`src/rtl/or_acc16.sv`:
```
// or_acc16: collects a burst of 1..2^LEN_W sixteen-bit words and presents
// their bitwise OR, together with the reduction OR and reduction AND of that
// result. The control is a three-state FSM (IDLE -> ACC -> DONE).
//
// Handshake semantics: a word moves on a rising edge where in_valid and
// in_ready are both 1. The result is taken on a rising edge where out_valid
// and out_ready are both 1. in_ready and out_valid are functions of the
// current state only. They never depend combinationally on in_valid or
// out_ready. While out_valid is high the result holds steady until it is
// taken.
module or_acc16 #(
   parameter int LEN_W = 4
) (
   input  logic             clk,
   input  logic             rst_n,
   input  logic             start,
   input  logic [LEN_W-1:0] len,
   input  logic             in_valid,
   input  logic [15:0]      in_data,
   output logic             in_ready,
   output logic             out_valid,
   output logic [15:0]      out_data,
   input  logic             out_ready,
   output logic             out_any,
   output logic             out_all,
   output logic             busy,
   output logic [1:0]       dbg_state
);

   typedef enum logic [1:0] {
      IDLE = 2'd0,
      ACC  = 2'd1,
      DONE = 2'd2
   } state_t;

   state_t           state;
   state_t           state_next;
   logic [15:0]      acc;
   logic [15:0]      acc_next;
   // The counter and the latched length are one bit wider than len.
   // A length of 2^LEN_W is then held as a real value and does not wrap.
   logic [LEN_W:0]   cnt;
   logic [LEN_W:0]   cnt_next;
   logic [LEN_W:0]   len_q;
   logic [LEN_W:0]   len_q_next;
   logic [LEN_W:0]   cnt_inc;
   logic [LEN_W:0]   len_ext;

   // An encoded length of 0 stands for the full 2^LEN_W words.
   assign len_ext = (len == '0) ? {1'b1, {LEN_W{1'b0}}} : {1'b0, len};
   assign cnt_inc = cnt + {{LEN_W{1'b0}}, 1'b1};

   // State, accumulator, counter and latched length registers with async clear.
   always_ff @(posedge clk or negedge rst_n) begin
      if (!rst_n) begin
         state <= IDLE;
         acc   <= '0;
         cnt   <= '0;
         len_q <= '0;
      end else begin
         state <= state_next;
         acc   <= acc_next;
         cnt   <= cnt_next;
         len_q <= len_q_next;
      end
   end

   // Next-state logic: burst start, word accumulation, and result hand-off.
   always_comb begin
      state_next = state;
      acc_next   = acc;
      cnt_next   = cnt;
      len_q_next = len_q;
      case (state)
         IDLE: begin
            if (start) begin
               len_q_next = len_ext;
               acc_next   = '0;
               cnt_next   = '0;
               state_next = ACC;
            end
         end
         ACC: begin
            // start is ignored here. Cycles with in_valid low hold everything.
            if (in_valid) begin
               acc_next = acc | in_data;
               cnt_next = cnt_inc;
               if (cnt_inc == len_q) begin
                  state_next = DONE;
               end
            end
         end
         DONE: begin
            // A new start only counts once the pending result is taken.
            if (out_ready) begin
               if (start) begin
                  len_q_next = len_ext;
                  acc_next   = '0;
                  cnt_next   = '0;
                  state_next = ACC;
               end else begin
                  state_next = IDLE;
               end
            end
         end
         default: begin
            state_next = IDLE;
         end
      endcase
   end

   // Outputs come from the state alone. out_data is forced to 0 outside DONE.
   always_comb begin
      in_ready  = (state == ACC);
      out_valid = (state == DONE);
      busy      = (state == ACC) || (state == DONE);
      out_data  = (state == DONE) ? acc : 16'h0000;
      out_any   = |out_data;
      out_all   = &out_data;
      dbg_state = state;
   end

endmodule

```
`config.mk`:
```
export PLATFORM = sky130hd
export DESIGN_NAME = or_acc16
export DESIGN_NICKNAME = d
export VERILOG_FILES = /design/src/rtl/or_acc16.sv
export SDC_FILE = /design/constraint.sdc
export NUM_CORES = 1
export LEC_CHECK = 0
export CAP_MARGIN = 20
export CORE_MARGIN = 2
export CORE_UTILIZATION = 42
export DETAILED_ROUTE_END_ITERATION = 12
export GPL_ROUTABILITY_DRIVEN = 0
export HOLD_SLACK_MARGIN = 0.15
export PLACE_DENSITY_LB_ADDON = 0.12
export SLEW_MARGIN = 20
export SYNTH_ARGS = -nofsm -noshare
export SYNTH_HDL_FRONTEND = slang
export SYNTH_SLANG_ARGS = --single-unit
```
`constraint.sdc`:
```
create_clock -name clk -period 3.95 [get_ports clk]
set_clock_uncertainty 0.2 [all_clocks]
set_input_delay 0.79 -clock clk [delete_from_list [all_inputs] [get_ports clk]]
set_output_delay 0.79 -clock clk [all_outputs]
set_load 0.01 [all_outputs]
```
==> flow_summary.yaml <==
timing:
  min_period_ns: 3.55
  clock.fmax_mhz: 282
  rsz0062_at_grt: "false"
  fin_crit_sh_pct: 89.9
  worstMarginPinSlew_ns: 0.680
  final_hold_viol_count: 0
  setup_violations: 0
  slew_headroom_pct: 54.6
  final-max-slew-violation-count: 0
  tns_ns: 0
  holdWs_ns: 0.324
route:
  antenna_left: 0
  vias: 1293
  drc: 0
  drt_wl_total_mm: 3.44
  drt_iter0_drc: 57
  via_per_inst: 5.19
  wl_per_cell_um: 13.8
  dr.pass1.iters: 4
place:
  port_buffers: 47
  dp_hpwl_mm: 2.67
pwr:
  p_leak_nw: 0.840
  pwr-share-clk_pct: 8.0
  max-vdd-ir-drop_v: 0.000298
  powerDensity_nw_per_um2: 693
  power.share.combinational_pct: 54.2
  power.share.sequential_pct: 37.8
  switchingPower_mw: 0.576
  switching_share_pct: 40.6
  internal_power_mw: 0.842
logic_synthesis:
  syn_inst: 158
  yosys_warnings: 0
  synth_edf_count: 0
  synth_area_um2: 1530
  synth_compound_area_share_pct: 9.84
  yosysSeqAreaShare_pct: 45.9
  yosysUniqueCellTypes: 36
  synth_top_family_by_area: "simple AND/OR/NAND/NOR gates"
  synth_adder_area_share_pct: 4.10
  mappedNetlistNets: 188
  synthSimpleGateAreaFrac_pct: 27.2
  ys_ff_latch: 28
  syn_area_per_cell_um2: 9.65
  synth_largest_area_cell: "dfrtp_1"
  synthMuxAreaShare_pct: 5.82
  synth_top_area_share_pct: 45.9
  synth_xor_area_share_pct: 3.45
  ys_async_sr_fraction_pct: 100
  synth_area_leaders: "dfrtp_1, and2_1, a21oi_1, nor2_1, mux2_2"
  ys.flop_type: "dfrtp_1"
global_route:
  gr-total-overflow: 0
  grt_usage_pct: 18.2
  grt_pass1_wl_mm: 5.93
  busiest_layer: "met2"
  globalRouteMet2Util_pct: 29.3
  use_met1_pct: 25.1
  antenna_found_initial: 0
  grt_pass1_vias: 1262
  grt_start_max_net_pins: 29
  met3_usage_pct: 2.64
clock_tree:
  cts_hold_buf: 0
  cts_setup_buffers: 0
  clk_latency_ns: 0.32
  cts_root_buffer: "clkbuf_4"
  h-tree-depth: 1
  clockBufferDepth: 2
  numCtsBuffers: 3
  clock-sinks: 28
  ctsResizeCount: 0
  cts.clk_slew.worst_paths_ns: 0.14
  cts_tree: "done"
run_status:
  status: "completed"
setup_path:
  start_kind: "flop"
  cp.required_ns: 2.96
  slowest_stage: "clkdlybuf4s50_1"
  crit_type: "flop to output pin"
  path_max_fanout: 21
  setup.worst_path.end_class: "output pin"
  cp_cell_sequence: "inv_1 -> ha_1 -> and2_1 -> nand4_1 -> nor4_1 -> clkdlybuf4s50_1"
  arrival_ns: 2.56
  reg2reg_setup_slack_ns: 1.37
  critPathMaxStageDelay_ns: 0.58
floorplan:
  die_area_um2: 4130
  floorplan.initialDensity_pct: 44.7
  num_rows: 21
  die_h_um: 64.3
  die_x_um: 64.3
  ios: 48
  core_area_um2: 3420
layout:
  final_cell_mix: "clkdlybuf4s50_1, dfrtp_1, nor2_1"
  diodes: 0
  fin_nets: 235
  utilization_pct: 59.9
  drive_above_1_share_pct: 6.90
  area_delta_synth_final_pct: 34.2
  layout_commonest_cell: "clkdlybuf4s50_1"
run:
  maxCapViolations: 0
worst_hold_path:
  hp-class: "flop to flop"
Yosys cell counts, types with 3 or more instances:
library cell / n
a21oi_1: 19
and2_1: 16
buf_4: 4
dfrtp_1: 28
ha_1: 5
inv_1: 3
mux2_2: 6
nand2_1: 8
nand3_1: 3
nand4_1: 6
nor2_1: 21
nor3_1: 4
nor4_1: 5
o21ai_0: 3
xnor2_1: 4
registers in the layout (all words and copies together) (netlist names):
register   flops
acc           16
cnt            5
len_q          5
dbg_state      2
critical path, delay by kind of cell, from the launching register on:
kind	cells	cell delay (ns)
simple gates	3	0.55
buf+inv	2	0.70
flops	1	0.47
fa+ha+maj	1	0.50
logic make-up after synthesis:
| family | after synthesis |
|---|---|
| AOI/OAI and AO/OA | 27 |
| buffers and inverters | 10 |
| adders and majority gates | 5 |
| xor gates and xnor gates | 6 |
| muxes | 8 |
| DFF | 28 |
| and+or+nand+nor | 74 |
power by group through the flow:
stage          registers, mW  clock network (mW)  logic (mW)
4_1_cts                0.537               0.120       0.776
2_1_floorplan          0.503                   0       0.543
5_1_grt                0.556               0.134       0.858
3_5_place_dp           0.543                   0       0.771
6_report               0.536               0.113       0.769
3_3_place_gp           0.534                   0       0.751
through the flow:
| step | total power [mW] | cells | instance area, um^2 | setup slack [ns] |
|---|---|---|---|---|
| after floorplan | 1.05 | 158 | 1530 | 1.11 |
| after global placement | 1.29 | 246 | 2020 | 0.901 |
| after detailed placement | 1.31 | 246 | 2020 | 0.760 |
| after CTS | 1.43 | 249 | 2050 | 0.372 |
| after global routing | 1.55 | 249 | 2050 | 0.153 |
| final | 1.42 | 249 | 2050 | 0.399 |
worst paths after layout:
kind	start	endpoint	cells after the start
max	dbg_state[0]	out_all	6
min	acc[7]	acc[7]	2
max reg2reg	dbg_state[0]	cnt[0]	5
min reg2reg	acc[7]	acc[7]	2
max in group asynchronous	rst_n	acc[6]	2
min in group asynchronous	rst_n	dbg_state[0]	2
area by class of cell:
class                      count  area [um^2]
multi-input combinational    120          769
fill                         297         1370
tap                           46         57.6
timing repair buffer          49          485
inverter                       3         11.3
clock buffer                   3         22.5
sequential                    28          701
layer usage:
layer	up-vias	share of wire [%]
li1	648	-
met1	608	47
met2	33	47
met3	4	4.4
met4	0	0.99
met5	-	0
(Power assumes the default switching activity.)
